[config.mk]
export PLATFORM = sky130hd
export DESIGN_NAME = dds_wave_shaper
export DESIGN_NICKNAME = d
export VERILOG_FILES = /design/src/rtl/dds_wave_shaper.sv
export SDC_FILE = /design/constraint.sdc
export NUM_CORES = 1
export LEC_CHECK = 0
export CORE_MARGIN = 3
export CORE_UTILIZATION = 60
export DETAILED_ROUTE_END_ITERATION = 10
export GPL_ROUTABILITY_DRIVEN = 0
export GPL_TIMING_DRIVEN = 0
export MAX_ROUTING_LAYER = met4
export PLACE_DENSITY = 0.88
export SLEW_MARGIN = 20
export SYNTH_ARGS = -nofsm -noshare
export SYNTH_HDL_FRONTEND = slang
export SYNTH_SLANG_ARGS = --single-unit
[constraint.sdc]
create_clock -name clk_DDS -period 7.81 [get_ports clk_DDS]
set_clock_uncertainty 0.05 [all_clocks]
set_input_delay 1.562 -clock clk_DDS [delete_from_list [all_inputs] [get_ports clk_DDS]]
set_output_delay 1.562 -clock clk_DDS [all_outputs]
set_load 0.01 [all_outputs]
[src/rtl/dds_wave_shaper.sv]
// dds_wave_shaper: converts an 8-bit phase address into an 8-bit offset-binary
// DAC code. It supports sine (quarter-wave table), square, triangle and
// sawtooth waveforms, scaled by an 8-bit amplitude word.
// The pipeline has three registered stages, so each sample leaves 3 clk_DDS
// cycles after it is accepted. Wave_Sel and Amp are captured with each sample.
module dds_wave_shaper #(
  parameter logic [7:0] MID_CODE = 8'd128
) (
  input  logic       clk_DDS,
  input  logic       Rst,
  input  logic       Valid_In,
  input  logic [7:0] Addr_In,
  input  logic [1:0] Wave_Sel,
  input  logic [7:0] Amp,
  output logic [7:0] Dac_Out,
  output logic       Valid_Out
);

  typedef enum logic [1:0] {
    WAVE_SINE   = 2'd0,
    WAVE_SQUARE = 2'd1,
    WAVE_TRI    = 2'd2,
    WAVE_SAW    = 2'd3
  } wave_e;

  // Quarter-wave sine table: Q[k] = round(127.5*sin(2*pi*(k+0.5)/256)).
  // The half-sample offset makes the four quadrants mirror exactly, with no
  // duplicated codes at the quadrant seams.
  function automatic logic [6:0] sine_quarter(input logic [5:0] k);
    logic [6:0] m;
    case (k)
      6'd0:  m = 7'd2;    6'd1:  m = 7'd5;    6'd2:  m = 7'd8;    6'd3:  m = 7'd11;
      6'd4:  m = 7'd14;   6'd5:  m = 7'd17;   6'd6:  m = 7'd20;   6'd7:  m = 7'd23;
      6'd8:  m = 7'd26;   6'd9:  m = 7'd29;   6'd10: m = 7'd32;   6'd11: m = 7'd36;
      6'd12: m = 7'd39;   6'd13: m = 7'd41;   6'd14: m = 7'd44;   6'd15: m = 7'd47;
      6'd16: m = 7'd50;   6'd17: m = 7'd53;   6'd18: m = 7'd56;   6'd19: m = 7'd59;
      6'd20: m = 7'd61;   6'd21: m = 7'd64;   6'd22: m = 7'd67;   6'd23: m = 7'd70;
      6'd24: m = 7'd72;   6'd25: m = 7'd75;   6'd26: m = 7'd77;   6'd27: m = 7'd80;
      6'd28: m = 7'd82;   6'd29: m = 7'd84;   6'd30: m = 7'd87;   6'd31: m = 7'd89;
      6'd32: m = 7'd91;   6'd33: m = 7'd93;   6'd34: m = 7'd96;   6'd35: m = 7'd98;
      6'd36: m = 7'd100;  6'd37: m = 7'd101;  6'd38: m = 7'd103;  6'd39: m = 7'd105;
      6'd40: m = 7'd107;  6'd41: m = 7'd109;  6'd42: m = 7'd110;  6'd43: m = 7'd112;
      6'd44: m = 7'd113;  6'd45: m = 7'd115;  6'd46: m = 7'd116;  6'd47: m = 7'd117;
      6'd48: m = 7'd118;  6'd49: m = 7'd120;  6'd50: m = 7'd121;  6'd51: m = 7'd122;
      6'd52: m = 7'd122;  6'd53: m = 7'd123;  6'd54: m = 7'd124;  6'd55: m = 7'd125;
      6'd56: m = 7'd125;  6'd57: m = 7'd126;  6'd58: m = 7'd126;  6'd59: m = 7'd127;
      6'd60: m = 7'd127;  6'd61: m = 7'd127;  6'd62: m = 7'd127;  6'd63: m = 7'd127;
      default: m = 7'd0;
    endcase
    return m;
  endfunction

  // Raw 0..255 wave value for one sample. a[7] is the upper quadrant bit
  // (q[1]), which selects the negative half of the sine.
  function automatic logic [7:0] wave_value(input logic [7:0] a,
                                            input wave_e      sel,
                                            input logic [6:0] m);
    logic [7:0] w;
    case (sel)
      WAVE_SINE:   w = a[7] ? (8'd127 - {1'b0, m}) : (8'd128 + {1'b0, m});
      WAVE_SQUARE: w = a[7] ? 8'd0 : 8'd255;
      WAVE_TRI:    w = a[7] ? (8'd255 - {a[6:0], 1'b0}) : {a[6:0], 1'b0};
      default:     w = a;
    endcase
    return w;
  endfunction

  // Amplitude scaling around the mid code. Gain is (amp+1)/256, and the
  // product is floored by an arithmetic shift. |p| <= 128*256, so 16 signed
  // bits hold every product. The result stays in 0..255 by construction, so
  // no clamp is needed.
  function automatic logic [7:0] scale_code(input logic [7:0] w,
                                            input logic [7:0] amp);
    logic signed [8:0]  s;
    logic signed [9:0]  g;
    logic signed [15:0] p;
    s = $signed({1'b0, w}) - $signed({1'b0, MID_CODE});
    g = $signed({2'b00, amp}) + 10'sd1;
    p = $signed({{7{s[8]}}, s}) * $signed({{6{g[9]}}, g});
    return 8'((p >>> 8) + $signed({8'd0, MID_CODE}));
  endfunction

  // Stage 1 registers: captured input sample
  logic       vld_p1_q, vld_p1_d;
  logic [7:0] addr_p1_q, addr_p1_d;
  wave_e      sel_p1_q, sel_p1_d;
  logic [7:0] amp_p1_q, amp_p1_d;

  // Stage 2 registers: raw wave value
  logic       vld_p2_q, vld_p2_d;
  logic [7:0] wave_p2_q, wave_p2_d;
  logic [7:0] amp_p2_q, amp_p2_d;

  // Stage 3 registers: scaled DAC code
  logic       vld_p3_q, vld_p3_d;
  logic [7:0] dac_p3_q, dac_p3_d;

  // Stage 1 lookup index: odd quadrants read the table mirrored
  logic [5:0] k_p1;
  logic [6:0] m_p1;

  // Stage 1 next state: the valid bit always shifts; data loads only on Valid_In
  always_comb begin
    vld_p1_d  = Valid_In;
    addr_p1_d = addr_p1_q;
    sel_p1_d  = sel_p1_q;
    amp_p1_d  = amp_p1_q;
    if (Valid_In) begin
      addr_p1_d = Addr_In;
      sel_p1_d  = wave_e'(Wave_Sel);
      amp_p1_d  = Amp;
    end
  end

  // ---- stage 1 boundary ----
  // Stage 1 state register
  always_ff @(posedge clk_DDS or negedge Rst) begin
    if (!Rst) begin
      vld_p1_q  <= 1'b0;
      addr_p1_q <= 8'd0;
      sel_p1_q  <= WAVE_SINE;
      amp_p1_q  <= 8'd0;
    end else begin
      vld_p1_q  <= vld_p1_d;
      addr_p1_q <= addr_p1_d;
      sel_p1_q  <= sel_p1_d;
      amp_p1_q  <= amp_p1_d;
    end
  end

  // Stage 2 next state: quarter-wave index and waveform selection
  always_comb begin
    k_p1      = addr_p1_q[6] ? ~addr_p1_q[5:0] : addr_p1_q[5:0];
    m_p1      = sine_quarter(k_p1);
    vld_p2_d  = vld_p1_q;
    wave_p2_d = wave_p2_q;
    amp_p2_d  = amp_p2_q;
    if (vld_p1_q) begin
      wave_p2_d = wave_value(addr_p1_q, sel_p1_q, m_p1);
      amp_p2_d  = amp_p1_q;
    end
  end

  // ---- stage 2 boundary ----
  // Stage 2 state register
  always_ff @(posedge clk_DDS or negedge Rst) begin
    if (!Rst) begin
      vld_p2_q  <= 1'b0;
      wave_p2_q <= 8'd0;
      amp_p2_q  <= 8'd0;
    end else begin
      vld_p2_q  <= vld_p2_d;
      wave_p2_q <= wave_p2_d;
      amp_p2_q  <= amp_p2_d;
    end
  end

  // Stage 3 next state: amplitude scaling; the output holds when no sample arrives
  always_comb begin
    vld_p3_d = vld_p2_q;
    dac_p3_d = dac_p3_q;
    if (vld_p2_q) begin
      dac_p3_d = scale_code(wave_p2_q, amp_p2_q);
    end
  end

  // ---- stage 3 boundary ----
  // Stage 3 state register: drives the DAC, parking at mid-scale in reset
  always_ff @(posedge clk_DDS or negedge Rst) begin
    if (!Rst) begin
      vld_p3_q <= 1'b0;
      dac_p3_q <= MID_CODE;
    end else begin
      vld_p3_q <= vld_p3_d;
      dac_p3_q <= dac_p3_d;
    end
  end

  assign Dac_Out   = dac_p3_q;
  assign Valid_Out = vld_p3_q;

endmodule

# ---- After elaboration in Yosys (flattened, before gate mapping)
# Memory sizes are Yosys's and may differ from the RTL's.
# Cells that the tools add are included.
dict set report word_totals {
  latch_bits 0
  output_inout_bits 9
  mem_bits_rw 0
  elab_cells 26
  romBits 448
  mem_count 1
  ff_bits 45
}
dict set report op_classes {
  mux 5
  n_bitwise 1
  n_div 0
  addsub 6
  order_cmp 0
  n_shift 0
  eq_ne 2
  n_reduce_logical 1
  mul 1
}
# name depth width rd rd_clocked_by_memory_dff wr line
set mem_list {}
lappend mem_list {{(name not given)} 64 7 1 0 0 31} ;# case (k)
# cell count
set op_table {}
lappend op_table {{2-to-1 mux 8 bit} 3}
lappend op_table {{one-hot mux 8 bit (3 select lines)} 1}
lappend op_table {{multiplier 9 x 10 -> 16 bit} 1}
lappend op_table {{adder 8 x 1 -> 9 bit, second input constant} 1}
lappend op_table {{subtractor 8 x 8 -> 9 bit, second input constant} 1}
lappend op_table {{adder 8 x 7 -> 8 bit, first input constant} 1}
lappend op_table {{adder 8 bit, second input constant} 1}
lappend op_table {{subtractor 7 x 7 -> 8 bit, first input constant} 1}
lappend op_table {{subtractor 8 bit, first input constant} 1}
lappend op_table {{2-to-1 mux 6 bit} 1}
lappend op_table {{inverter 6 bit} 1}
lappend op_table {{equality test 2 x 1 -> 1 bit, second input constant} 1}
lappend op_table {{equality test 2 bit, second input constant} 1}
lappend op_table {{zero test 2 bit} 1}

# ---- Depth between registers and ports, before layout
# An unclocked memory read counts as a cell.
dict set report depth {
  word_depth 6
  ltp_mapped 22
}

# ---- Least setup slack after synthesis
# Ideal clock, no wire load.
dict set report synth_path {
  path_kind {register to register}
  from {reg amp_p2_q[1]}
  to {reg dac_p3_q[6], in the netlist Dac_Out[6]}
  stages_incl_launch_ff 21
  required_ps 7620
  arrival_time_ps 5442
  path_buffers 0
  setup_time_ps 140
  slack_ps 2178
  cell_sequence {dfrtp_1 > ha_1 > and3_1 > nand3_1 > xnor2_1 > nand2_1 > fa_1 > inv_1 > fa_1 > fa_1 > fa_1 > inv_1 > fa_1 > inv_1 > ha_1 > a21oi_1 > nand2_1 > o31a_2 > o41ai_1 > xor2_1 > a21oi_1}
}
dict set report synth_via {
  elab_chain_len 3
}
# element line
set synth_lines {}
lappend synth_lines {{from (decl)} 92} ;# logic [7:0] amp_p2_q, amp_p2_d;
lappend synth_lines {{from (signal assigned)} 154} ;# amp_p2_q <= amp_p2_d;
lappend synth_lines {{adder 8 x 1 -> 9 bit} 78} ;# g = $signed({2'b00, amp}) + 10'sd1;
lappend synth_lines {{multiplier 9 x 10 -> 16 bit} 79} ;# p = $signed({{7{s[8]}}, s}) * $signed({{6{g[9]}}, g});
lappend synth_lines {{adder 8 bit} 80} ;# return 8'((p >>> 8) + $signed({8'd0, MID_CODE}));
lappend synth_lines {{to (signal assigned)} 175} ;# dac_p3_q <= dac_p3_d;
lappend synth_lines {{to (decl)} 96} ;# logic [7:0] dac_p3_q, dac_p3_d;
# Every way passes these cells.
# A chain may end at the register's enable or synchronous reset.

# ---- Worst setup path in the final report
dict set report layout_path {
  from {reg amp_p2_q[0]}
  to {reg dac_p3_q[6], in the netlist Dac_Out[6]}
}
# Same word-level chain as after synthesis.

==> summary.md <==
| Metric | Value |
|---|---|
| Synth Register Bits | 45 |
| Post-synth EDFFs | 0 |
| Dpl hpwl | 11500 um |
| Max Slew Vio Count | 0 |
| Leak | 2.85 nW |
| Seq/Total Area, Yosys | 19.7% |
| DIE AREA | 10800 um2 |
| Initial antenna violation count | 0 |
| M2 GR Usage | ~47% |
| DRC errors left | 0 |
| Horiz. Die Dim | 104 um |
| Max Clock Freq | around 0.16 GHz |
| Hold crit path type | reg2reg |
| RR Endpoint | Dac_Out[6] |
| Placed Instance Area | 6190 um2 |
| Critical Path End Type | register |
| Post-cts resize count | 0 |
| Nets | 790 |
| Worst slew pin tran | between 0.8 and 0.9 ns |
| Area growth, synth to finish | 10.2% |
| Die H | 104 um |
| M3 GR Usage | 6.60% |
| Vias in the first global route | 5375 |
| Main synth FF type | dfrtp_1 |
| Clk pwr share | 6.8% |
| Worst setup path start | amp_p2_q[0] |
| PnR worst setup slack | 1.45 ns |
| Clock-pin slew on the worst setup and hold paths | 0.11 ns |
| TritonRoute pass-1 iters | 6 |
| Syn. warnings | 0 |
| Port bufs | 29 |
| Slew HR | 42.1% |
| Root Driver | clkbuf_8 |
| WL/cell | around 19 um |
| Syn Area/Cell | about 8.9 um2 |
| Most common cell in the netlist | nand2_1 |
| Tcrit/Tclk final | 81.4% |
| Antenna Nets Post-Route | 0 |
| Final Setup Violations | 0 |
| Post-synthesis cell area | 5730 um2 |
| Critical path endpoint | Dac_Out[6] |
| Max Cap Viol | 0 |
| Unrepaired setup endpoints after global routing | false |
| Initial Util | 62.0% |
| Post-synth cell types | 76 |
| Syn Nets | about 750 |
| CTS buffer count | 5 |
| Worst Path Required | 7.94 ns |
| Async SR Flop Fraction | 100% |
| Crit path kind | reg2reg |
| First-pass GRT wire length | roughly 25000 um |
| Worst reg2reg setup slack | roughly 1.5 ns |
| Logic pwr share | 81.1% |
| Top post-synthesis cells by count | nand2_1, inv_1, fa_1, dfrtp_1, ha_1 |
| Fin Hold WS | 0.333 ns |
| Worst skew pair latency | 0.30 ns |
| Design area | about 6300 um2 |
| Worst Reg-to-Reg Cells | 20 |
| Post-CTS Setup Bufs | 0 |
| Synth top area share | 19.2% |
| Worst EP arrival | around 6.5 ns |
| CTS tree | built |
| Sum of negative setup slack | 0 ns |
| Min Tclk post-route | roughly 6.4 ns |
| CP Max Fanout | 9 |
| # IOs | 30 |
| GR peak layer | met2 |
| Share of layout cells above drive strength 1 | 10.3% |
| Sinks on Clock Net | 45 |
| Worst IR Drop VDD | 0.000478 V |
| Starting DRT DRC Count | 690 |
| Top cells by area, synth | dfrtp_1, fa_1, ha_1 |
| Vias per cell | 6.52 |
| Worst r2r src | amp_p2_q[0] |
| Hold Fails Final Rpt | 0 |
| Drt total wl | 15000 um |
| Congestion Overflow GR | 0 |
| Number of diodes | 0 |
| Largest net degree at the start of global routing | 31 |
| Clock buffer depth | 2 |
| P per Cell Area | 432 nW/um2 |
| Net switching share of the total power | between 40% and 50% |
| Cell count after synthesis | 641 |
| GRT Total Usage | between 20% and 30% |
| Crit path launch type | register |
| Hold buffer count at CTS | 0 |
| DP Worst Slack | 1.46 ns |
| Status | finished clean |
| Vias | 5266 |
| Sequential Power Share | between 10% and 20% |
| Internal | 1.41 mW |
| Psw | 1.32 mW |
| H-tree levels | 2 |
| GR Util met1 | 35.9% |
| Core area | 9240 um2 |
| FP Rows | 35 |
| Area leader, netlist | dfrtp_1 |
## final cells by class
| type | count | area (um2) |
|---|---|---|
| plain buffers | 45 | 198 |
| clock buffers | 5 | 68.8 |
| clock inverters | 3 | 48.8 |
| fillers | 668 | 2930 |
| inverters | 57 | 214 |
| multi-input cells | 494 | 4190 |
| flip-flops and latches | 45 | 1130 |
| well taps | 129 | 161 |
| repair buffers | 30 | 305 |
## registers in the layout, indices dropped and copies added (netlist names)
signal	count
Dac_Out	8
addr_p1_q	8
amp_p1_q	8
amp_p2_q	8
wave_p2_q	8
sel_p1_q	2
Valid_Out	1
vld_p1_q	1
vld_p2_q	1
## per-layer routing
| layer | share of wire [%] | wire length, um |
|---|---|---|
| met1 | 38 | 5700 |
| met2 | 47 | 7020 |
| met3 | 11 | 1630 |
| met5 | 0 | 0 |
| met4 | 4.3 | 641 |
## placed cells by master, fill, tap and decap left out, types with 6 or more instances in the layout
master and n:
inv_1 55, a31oi_1 7, a22oi_1 6, nand2b_1 13, fa_1 49, ha_1 42
nand2_1 59, a21oi_1 20, mux2_2 25, clkbuf_1 17, mux2i_1 8, o22ai_1 7
nor2b_1 21, nor2_1 33, and2_1 26, dfrtp_1 44, o21ai_0 29, a221oi_1 7
xnor2_1 24, clkdlybuf4s50_1 28, nand3_1 9, buf_2 24, xor2_1 8
## power groups by stage
| stage | Clock, mW | Sequential [mW] | Combinational [mW] |
|---|---|---|---|
| global route | 0.199 | 0.335 | 2.52 |
| finish | 0.186 | 0.330 | 2.21 |
| global placement | 0 | 0.329 | 2.03 |
| floorplan | 0 | 0.334 | 1.65 |
| CTS | 0.187 | 0.328 | 2.21 |
| detailed placement | 0 | 0.333 | 2.19 |
## worst max-delay path, cell delays in order (launching register included)
cell     delay, ns
dfrtp_1       0.46
ha_1          0.23
and3_1        0.24
nand3_1       0.12
xnor2_1       0.63
nand2_1       0.17
fa_1          0.58
inv_1         0.07
fa_1          0.52
fa_1          0.45
fa_1          0.55
inv_1         0.05
fa_1          0.49
inv_1         0.04
ha_1          0.34
a21oi_1       0.14
nand2_1       0.09
o31a_2        0.39
o41ai_1       0.35
xor2_1        0.19
a21oi_1       0.08
## per-stage QoR
step	utilization (%)	instances	power [mW]
3_3_place_gp	66.9	799	2.36
6_report	68.3	808	2.73
4_1_cts	68.3	808	2.73
3_5_place_dp	67.0	800	2.52
5_1_grt	68.3	808	3.06
2_1_floorplan	-	641	1.99
## how the worst min path moves through the flow
stage | startpoint | endpoint | slack [ns] | depth (start not counted)
floorplan | vld_p1_q | vld_p2_q | 0.30 | 0
finish | vld_p1_q | vld_p2_q | 0.33 | 0
CTS | vld_p1_q | vld_p2_q | 0.34 | 0
global placement | vld_p2_q | Valid_Out | 0.31 | 0
global route | vld_p1_q | vld_p2_q | 0.36 | 0
detailed placement | vld_p1_q | vld_p2_q | 0.32 | 0
## kinds of logic (layout without fill, tap and decap cells)
family | after synthesis | count (layout) | share of synthesized area, %
DFF | 45 | 45 | 19.7
and+or+nand+nor | 201 | 201 | 18.5
AOI/OAI and AO/OA | 136 | 136 | 17.0
buffers and inverters | 102 | 140 | 7.19
xor gates and xnor gates | 32 | 32 | 4.89
muxes | 34 | 34 | 6.51
adders and majority gates | 91 | 91 | 26.3
Power figures use the tool's default switching activity.
